<file path="config.mk">
export PLATFORM = sky130hd
export DESIGN_NAME = byte_striping
export DESIGN_NICKNAME = d
export VERILOG_FILES = /design/src/rtl/byte_stripe_pkg.sv /design/src/rtl/stripe_lane_reg.sv /design/src/rtl/byte_striping.sv
export SDC_FILE = /design/constraint.sdc
export NUM_CORES = 1
export LEC_CHECK = 0
export CORE_AREA = 2 2 84 86
export CTS_CLUSTER_SIZE = 20
export DETAILED_ROUTE_END_ITERATION = 8
export DIE_AREA = 0 0 86 88
export DONT_BUFFER_PORTS = 1
export GPL_TIMING_DRIVEN = 0
export RECOVER_POWER = 100
export SLEW_MARGIN = 5
export SYNTH_ARGS = -nofsm -noshare
export SYNTH_HDL_FRONTEND = slang
export SYNTH_HIERARCHICAL = 1
export SYNTH_SLANG_ARGS = --single-unit
</file>
<file path="constraint.sdc">
create_clock -name clk -period 1.98 [get_ports clk]
set_input_delay 0.396 -clock clk [delete_from_list [all_inputs] [get_ports clk]]
set_output_delay 0.396 -clock clk [all_outputs]
set_load 0.01 [all_outputs]
</file>
<file path="src/rtl/byte_stripe_pkg.sv">
// Shared constants for the transmit-side byte striper: lane select encoding,
// valid hold length and the idle-counter width helper.
package byte_stripe_pkg;

    localparam int DEF_DATA_W = 32;

    localparam logic [0:0] LANE0 = 1'b0;
    localparam logic [0:0] LANE1 = 1'b1;

    // Each captured word is presented for this many cycles on its lane.
    localparam int VALID_HOLD = 2;

    // Counter width able to hold 0..n, never narrower than one bit.
    function automatic int cnt_w(input int n);
        return (n < 1) ? 1 : $clog2(n + 1);
    endfunction

endpackage

</file>
<file path="src/rtl/stripe_lane_reg.sv">
// One output lane of the striper: data register, valid hold counter and,
// when STRIPE_PARITY_EN is defined, an even-parity bit registered with the data.
module stripe_lane_reg
    import byte_stripe_pkg::*;
#(
    parameter int DATA_W = DEF_DATA_W
) (
    input  logic              clk,
    input  logic              reset,
    input  logic              cap,
    input  logic [DATA_W-1:0] data_in,
    output logic [DATA_W-1:0] lane,
`ifdef STRIPE_PARITY_EN
    output logic              parity,
`endif
    output logic              valid
);

    logic hold;

    // A capture (re)starts the hold; valid drops once the hold has drained.
    always_ff @(posedge clk or negedge reset) begin
        if (!reset) begin
            lane  <= '0;
            valid <= 1'b0;
            hold  <= 1'b0;
        end else if (cap) begin
            lane  <= data_in;
            valid <= 1'b1;
            hold  <= 1'(VALID_HOLD - 1);
        end else if (hold != 1'b0) begin
            hold  <= hold - 1'b1;
        end else begin
            valid <= 1'b0;
        end
    end

`ifdef STRIPE_PARITY_EN
    always_ff @(posedge clk or negedge reset) begin
        if (!reset)
            parity <= 1'b0;
        else if (cap)
            parity <= ^data_in;
    end
`endif

endmodule

</file>
<file path="src/rtl/byte_striping.sv">
// Deals a full-rate word stream alternately onto two half-rate lanes.
// Optional per-lane parity outputs are enabled with `define STRIPE_PARITY_EN.
module byte_striping
    import byte_stripe_pkg::*;
#(
    parameter int DATA_W     = DEF_DATA_W,
    parameter int IDLE_RESET = 2
) (
    input  logic              clk,
    input  logic              reset,
    input  logic [DATA_W-1:0] data_in,
    input  logic              valid_in,
    output logic [DATA_W-1:0] lane_0,
    output logic [DATA_W-1:0] lane_1,
    output logic              valid_0,
`ifdef STRIPE_PARITY_EN
    output logic              parity_0,
    output logic              parity_1,
`endif
    output logic              valid_1
);

    localparam int              CW       = cnt_w(IDLE_RESET);
    localparam logic [CW-1:0]   IDLE_MAX = CW'(IDLE_RESET);

    logic [0:0]    sel;
    logic [CW-1:0] idle_cnt;
    logic [CW-1:0] idle_nxt;
    logic          realign;
    logic          cap_0;
    logic          cap_1;

    assign cap_0 = valid_in && (sel == LANE0);
    assign cap_1 = valid_in && (sel == LANE1);

    // Realign fires on the edge where the idle run reaches IDLE_RESET.
    always_comb begin
        idle_nxt = idle_cnt;
        realign  = 1'b0;
        if (valid_in) begin
            idle_nxt = '0;
        end else if (IDLE_RESET != 0) begin
            if (idle_cnt != IDLE_MAX)
                idle_nxt = idle_cnt + 1'b1;
            realign = (idle_nxt == IDLE_MAX);
        end
    end

    always_ff @(posedge clk or negedge reset) begin
        if (!reset) begin
            sel      <= LANE0;
            idle_cnt <= '0;
        end else begin
            idle_cnt <= idle_nxt;
            if (valid_in)
                sel <= (sel == LANE0) ? LANE1 : LANE0;
            else if (realign)
                sel <= LANE0;
        end
    end

    stripe_lane_reg #(.DATA_W(DATA_W)) u_lane_0 (
        .clk     (clk),
        .reset   (reset),
        .cap     (cap_0),
        .data_in (data_in),
        .lane    (lane_0),
`ifdef STRIPE_PARITY_EN
        .parity  (parity_0),
`endif
        .valid   (valid_0)
    );

    stripe_lane_reg #(.DATA_W(DATA_W)) u_lane_1 (
        .clk     (clk),
        .reset   (reset),
        .cap     (cap_1),
        .data_in (data_in),
        .lane    (lane_1),
`ifdef STRIPE_PARITY_EN
        .parity  (parity_1),
`endif
        .valid   (valid_1)
    );

endmodule

</file>
# Yosys cells after proc, flatten, opt, wreduce, memory -nomap -nowiden
# Cells that the tools add are included.
# totals
register_bits	71
out_inout_bits	66
wordCells	34
in_bits	35
# classes
addsub	3
mux	15
reduce_logical	3
bitwise_logic	1
eq_ne	4
# op_table
operator	count
two-way mux 1 bit	12
two-way mux 2 bit	3
!= test 2 bit (second input constant)	3
adder 2 x 1 -> 2 bit (second input constant)	1
== test 2 bit (second input constant)	1
logical AND 1 bit	2
nonzero test 2 bit	1
subtractor 1 bit (second input constant)	2
NOT 1 bit	1

# Longest topological paths before layout
# Gate-level depths: netlist (run 1).
# depth
word_depth	7
ltp_mapped	4
depth_no_buf	4

# Cells and area by module
# Netlist (run 1), hierarchy kept.
# modules_own_cells
mod	n_inst	area_per_inst_um2	seq_area_each_um2	cells_per_inst
stripe_lane_reg	2	1398.8	850.8	71
byte_striping	1	145.1	75.1	12

# Worst setup path after synthesis (run 1)
# Ideal clock, no wire load.
# synth_path
path_type	register to register
startpoint	register sel
endpoint	register u_lane_1.lane[0]
path_buffers	2
required_ps	1855
stages_incl_launch_ff	5
arrival_time_ps	1140
period_less_slack_ps	1265
setup_ps	125
slack_ps	715
path_cell_list	dfrtp_1 > and2_2 > buf_6 > buf_12 > mux2_4
# synth_via
elab_chain_len	1
# synth_lines
item	line	source
start, declared	byte_striping.sv:26	logic [0:0] sel;
start signal, assigned	byte_striping.sv:56	sel <= (sel == LANE0) ? LANE1 : LANE0;
logical AND 1 bit	byte_striping.sv:34	assign cap_1 = valid_in && (sel == LANE1);
via cap_1	byte_striping.sv:31	logic cap_1;
end signal, assigned	stripe_lane_reg.sv:28	lane <= data_in;
end, declared	stripe_lane_reg.sv:12	output logic [DATA_W-1:0] lane,
# The timed path passes the listed nets, and every way through them passes these cells.
# A chain may end at the register's enable or synchronous reset.

# Final worst setup path (run 1)
# layout_path
startpoint	register sel
endpoint	register u_lane_0.lane[8]
# layout_via
elab_chain_len	2
# layout_lines
item	line	source
NOT 1 bit	-	
logical AND 1 bit	byte_striping.sv:33	assign cap_0 = valid_in && (sel == LANE0);
via cap_0	byte_striping.sv:30	logic cap_0;
end signal, assigned	stripe_lane_reg.sv:28	
end, declared	stripe_lane_reg.sv:12	
# The timed path passes the listed nets, and every way through them passes these cells.

==> results of run 1 <==
sequential cells by signal (all words and copies together), names as in the netlist:
| register | count |
|---|---|
| u_lane_1/lane | 32 |
| idle_cnt | 2 |
| u_lane_1/valid | 1 |
| u_lane_0/hold | 1 |
| u_lane_0/valid | 1 |
| sel | 1 |
| u_lane_0/lane | 32 |
| u_lane_1/hold | 1 |
critical path, cell delays in order (launching register included):
cell and delay (ns):
dfrtp_1 0.39, nor2b_1 0.23, buf_6 0.20, buf_12 0.14, mux2_1 0.33
synthesized netlist by cell type (all sizes together):
master,number
buf,8
nor2,1
a21o,3
and2,1
nor2b,1
ha,1
mux2,64
dfrtp,71
inv,2
and2b,2
worst max-delay path by stage:
stage               slack (ns)                             to             from
finish                    0.56   u_lane_0/lane[8]$_DFFE_PN0P_  sel$_DFFE_PN0P_
global route              0.46   u_lane_0/lane[7]$_DFFE_PN0P_  sel$_DFFE_PN0P_
CTS                       0.64  u_lane_1/lane[28]$_DFFE_PN0P_  sel$_DFFE_PN0P_
detailed placement        0.66  u_lane_1/lane[28]$_DFFE_PN0P_  sel$_DFFE_PN0P_
global placement          0.68   u_lane_1/lane[1]$_DFFE_PN0P_  sel$_DFFE_PN0P_
floorplan                 0.72   u_lane_1/lane[0]$_DFFE_PN0P_  sel$_DFFE_PN0P_
per-stage QoR:
step	power, mW	cell area (um^2)	setup WS [ns]
2_1_floorplan	3.30	2940	0.715
3_3_place_gp	3.47	3040	0.676
3_5_place_dp	3.53	3040	0.659
4_1_cts	4.59	3220	0.644
5_1_grt	4.39	3020	0.459
6_report	4.16	3020	0.564
layer usage:
| metal | up-vias | track usage |
|---|---|---|
| li1 | 553 | - |
| met1 | 653 | 0.186 |
| met2 | 64 | 0.223 |
| met3 | 7 | 0.0566 |
| met4 | 0 | 0.0779 |
| met5 | - | 0 |
final cells by class:
class                   instances  area share
multi-input cells              73       0.270
plain buffers                   8      0.0473
well taps                      80      0.0332
clock buffers                  15      0.0585
inverters                       2     0.00249
flip-flops and latches         71       0.589
logic make-up after synthesis:
group,after synthesis
and+or+nand+nor,5
buffers and inverters,10
DFF,71
adders and majority gates,1
muxes,64
AOI/OAI and AO/OA,3
power breakdown:
part | total, mW | internal [mW] | switching [mW]
Combinational | 0.643 | 0.410 | 0.233
Clock | 1.02 | 0.553 | 0.470
Sequential | 2.49 | 1.93 | 0.565
Total | 4.16 | 2.89 | 1.27
placed cells by master, fill, tap and decap left out:
master    instances
and2_2            1
inv_1             2
nor2_1            1
clkbuf_1          3
buf_6             2
clkbuf_8         12
nor2b_1           1
and2b_2           2
mux2_2            6
ha_1              1
buf_12            6
a21o_1            3
mux2_1           52
mux2_4            6
dfrtp_1          71
==> results.md, run 1 <==
- Run status: finished with violations
- Violated checks: negative hold slack
- Pin count of the biggest net entering global routing: 72
- WP data required: 2.18 ns
- Starting Density: 0.443
- Global-route wire length before repair: 8340 um
- Vias in the first global route: 1502
- TritonCTS clock tree: built
- # IOs: 101
- Synth Area in XOR/XNOR: 0
- Final WL: 5100 um
- Sequential area share after synthesis: 0.604
- Max VDD drop: 493 uV
- Largest family of logic cells by synthesized area: multiplexers
- DR DRC count: 0
- Max Slew Vio Count: 0
- Synth Warn #: 6
- Final TNS setup: 0 ns
- Met1 WL: 2050 um
- Max Clock Freq: 0.706 GHz
- CP startpoint kind: flip-flop
- Final ANT Viol Nets: 0
- Routed wire per std cell: 20.5 um
- Vert. Die Dim: 88 um
- Fin util: 0.454
- Post-synthesis mux area share: 0.319
- Area leader, netlist: dfrtp_1
- Post-CTS sizing: 0
- Crit path capture type: flip-flop
- Clock Path Buffers: 2
- Initial antenna violation count: 0
- Top-area cell type share of the netlist area: 0.604
- Reg2reg path depth: 4
- Nets@finish: 201
- Compound-Gate Fraction of Synth Area: 0.00765
- PwrDens: 1380 mW/mm^2
- Met3 WL: 485 um
- Gpl congestion: 0.729
- Non-Filler Instances: 249
- Slew headroom: 0.839
- Post-Synth Simple-Gate Area: 0.0145
- DR iter-0 viols: 22
- Hold Path Class: input pin to async pin
- Synth Register Bits: 71
- I/O Buffers: 0
- Arr. time, crit path: 1.62 ns
- RSZ-0062 raised after global routing: false
- CP Class: flip-flop to flip-flop
- GR Overflow Total: 0
- First-pass detailed-route iteration total: 4
- Clk sink count: 71
- Area grow syn2layout: 2.51%
- Post-synthesis cell type count: 12
- Fin. Hold Viols: 71
- GRT Total Usage: 0.148
- Vias per cell: 5.13
- Layout cell share with drive strength beyond 1: 0.207
- Cell area after synthesis: 0.00294 mm^2
- Num rows: 30
- Post-CTS Setup Bufs: 0
- H-tree Lvls: 3
- Clock Latency Late Sink: 0.33 ns
- Met2 wire len: 2490 um
- R2R Path Start: sel$_DFFE_PN0P_
- Cell total after placement: 234
- Critical R2R Capture: u_lane_0/lane[8]$_DFFE_PN0P_
- # diodes: 0
- Max Cap Viol: 0
- Post-synthesis cell count: 154
- Synth Area in Adders: 0.00425
- CP Max Fanout: 10
- Hold_ws: -0.241 ns
- Fillers: 615
- Root Driver: clkbuf_8
- Reg2Reg Setup Slack: 0.56 ns
- Area of the multi-input gates: 813 um^2
- Die Area: 0.00757 mm^2
- CTS clk-pin slew, worst paths: 0.07 ns
- Core Area: 0.00664 mm^2
- Hpwl dp: 3680 um
- Pleak: 1.32 nW
- Clk_skew: 0.00551 ns
- CTS Buf Count: 9
- Largest cells by area after synthesis: dfrtp_1, mux2_4, buf_12
- Top sig layer: met4
- Routed via count: 1277
- FF+latch area: 0.00178 mm^2
- Setup Viol. Count Final: 0
- Synthesized area per cell: 19.1 um^2
- Final min period: 1.42 ns
- Least-Margin Pin Slew: 0.241 ns
- Final period util: 0.715
- Die width: 86 um
- Synthesized Nets: 190
No activity file was read; power rests on OpenSTA's default activity.
==> run 2, diff against run 1 <==
==> constraint.sdc (replaced) <==
create_clock -name clk -period 1.14 [get_ports clk]
set_input_delay 0.228 -clock clk [delete_from_list [all_inputs] [get_ports clk]]
set_output_delay 0.228 -clock clk [all_outputs]
set_load 0.01 [all_outputs]
==> results.md, run 2 (same netlist as run 1, synthesis figures left out) <==
- Run status: finished with violations
- Violated checks: negative hold slack, negative setup slack
- Final min period: 1.31 ns
- CTS clk-pin slew, worst paths: 0.07 ns
- Slowest CP cell: dfrtp_1
- Num rows: 30
- Logic pwr share: 0.239
- Fin. Hold Viols: 71
- Final Cell Area: 0.00340 mm^2
- Max VDD drop: 852 uV
- Largest registers: u_lane_0/lane x32, u_lane_1/lane x32, idle_cnt x2
- Initial antenna violation count: 0
- Die width: 86 um
- Die Area: 0.00757 mm^2
- Dpl cell area: 0.00304 mm^2
- GR Overflow Total: 0
- Max Slew Vio Count: 0
- Root Driver: clkbuf_8
- I/O Buffers: 0
- Switching Power: 2.34 mW
- Clock network fraction of total power: 0.218
- Hpwl dp: 3510 um
- Hold_ws: -0.415 ns
- Area grow syn2layout: 15.7%
- Final period util: 1.15
- Gpl congestion: 0.730
- Most frequent cells in the layout: dfrtp_1, mux2_4, clkbuf_8
- Clock Path Buffers: 2
- Arr. time, crit path: 1.52 ns
- TritonCTS clock tree: built
- DR DRC count: 0
- GRT Total Usage: 0.145
- Int Pwr: 5.72 mW
- Final WL: 5430 um
- RSZ-0062 raised after global routing: true
- Met2 GRT Util: 0.218
- Routed wire per std cell: 21.1 um
- Pleak: 1.61 nW
- Vias in the first global route: 1507
- Global-route wire length before repair: 8230 um
- Max Cap Viol: 0
- Busiest grt layer: met2
- PwrDens: 2370 mW/mm^2
- Hold Path Class: input pin to async pin
- Crit path capture type: flip-flop
- Met3 GRT Util: 0.0528
- Slew headroom: 0.881
- Layout cell share with drive strength beyond 1: 0.559
- Met1 Usage GRT: 0.186
- Switching part of the total: 0.290
- Most frequent CP cell: buf_12
- H-tree Lvls: 3
- Nets@finish: 211
- Slowest cell delay on critical path: 0.42 ns
- Max Clock Freq: 0.763 GHz
- Pin count of the biggest net entering global routing: 72
- Final TNS setup: -9.00 ns
- Setup Viol. Count Final: 64
- CP Class: flip-flop to flip-flop
- WP data required: 1.35 ns
- Clk_skew: 0.00786 ns
- Least-Margin Pin Slew: 0.179 ns
- Core Area: 0.00664 mm^2
- Final ANT Viol Nets: 0
- Post-route worst setup slack: -0.171 ns
- # IOs: 101
- Vert. Die Dim: 88 um
- Cells along the critical path: nor2b_4 -> buf_12 -> buf_12 -> mux2_4
- DR iter-0 viols: 31
- Clk sink count: 71
- Vias per cell: 5.21
- CTS Buf Count: 9
- Routed via count: 1339
- CP startpoint kind: flip-flop
- Reg power frac: 0.543
- Post-placement setup slack: -0.178 ns
- CP Max Fanout: 10
- First-pass detailed-route iteration total: 4
- Commonest non-fill, non-tap cell in the layout: dfrtp_1
- Starting Density: 0.443
- Clock Latency Late Sink: 0.33 ns
- # diodes: 0
==> run 2: final timing paths <==
kind / start / to / slack (ns) / cells past startpoint
worst max-delay path: sel$_DFFE_PN0P_ / u_lane_0/lane[13]$_DFFE_PN0P_ / -0.17 / 4
worst min-delay path: reset / u_lane_0/lane[14]$_DFFE_PN0P_ / -0.42 / 0
worst max register to register: sel$_DFFE_PN0P_ / u_lane_0/lane[13]$_DFFE_PN0P_ / -0.17 / 4
worst min register to register: u_lane_0/hold$_DFF_PN0_ / u_lane_0/valid$_DFFE_PN0P_ / 0.45 / 1
max in group asynchronous: reset / u_lane_0/lane[6]$_DFFE_PN0P_ / 1.45 / 0
min in group clk: data_in[7] / u_lane_0/lane[7]$_DFFE_PN0P_ / 0.03 / 1
==> run 2: power by group through the flow <==
| stage | clock (mW) | sequential [mW] | combinational (mW) |
|---|---|---|---|
| after CTS | 1.81 | 4.39 | 1.90 |
| after floorplan | 0 | 4.19 | 1.54 |
| final | 1.75 | 4.37 | 1.93 |
| after global placement | 0 | 4.40 | 1.63 |
| after detailed placement | 0 | 4.41 | 1.69 |
| after global routing | 1.92 | 4.48 | 2.04 |
==> run 2: layer usage <==
layer / vias up / share of wire
met5: - / 0
met4: 0 / 0.019
met3: 11 / 0.088
met2: 69 / 0.46
met1: 685 / 0.43
li1: 574 / -
==> run 2: layout make-up <==
| type | count | area (um^2) |
|---|---|---|
| tap | 80 | 100 |
| clock buffer | 12 | 165 |
| sequential | 71 | 1780 |
| inverter | 2 | 7.51 |
| timing repair buffer | 11 | 170 |
| multi-input combinational | 73 | 1040 |
| buffer | 7 | 140 |
| clock inverter | 1 | 5.00 |
| fill | 532 | 3240 |
==> run 2: timing repair <==
action / 4_1_cts / 5_1_grt
gates resized for setup: 11 / 3
pin swaps: 0 / 0
endpoints found under the setup margin: 65 / 65
setup buffers: 6 / 4
hold endpoints to repair: 71 / 71
cloned: 2 / 2
==> run 2: through the flow <==
| step | hold slack [ns] | std cells | util | total power [mW] |
|---|---|---|---|---|
| global placement | -0.0659 | 234 | 0.458 | 6.03 |
| detailed placement | -0.0659 | 234 | 0.458 | 6.10 |
| floorplan | -0.0676 | 154 | - | 5.73 |
| global route | -0.441 | 257 | 0.512 | 8.44 |
| finish | -0.415 | 257 | 0.512 | 8.05 |
| CTS | -0.427 | 254 | 0.506 | 8.10 |
==> run 2: critical path: cells and delay by family (launching register included) <==
| kind | cells | cell delay, ns |
|---|---|---|
| flops | 1 | 0.42 |
| buf+inv | 2 | 0.31 |
| mux | 1 | 0.30 |
| simple gates | 1 | 0.15 |
==> run 3, diff against run 2 <==
--- a/config.mk
+++ b/config.mk
@@ -5,6 +5,7 @@
 export SDC_FILE = /design/constraint.sdc
 export NUM_CORES = 1
 export LEC_CHECK = 0
+export ABC_CLOCK_PERIOD_IN_PS = 1140
 export CORE_AREA = 2 2 84 86
 export CTS_CLUSTER_SIZE = 20
 export DETAILED_ROUTE_END_ITERATION = 8
==> results of run 3 <==
Final layout, timing and power as in run 2 (identical DEF).
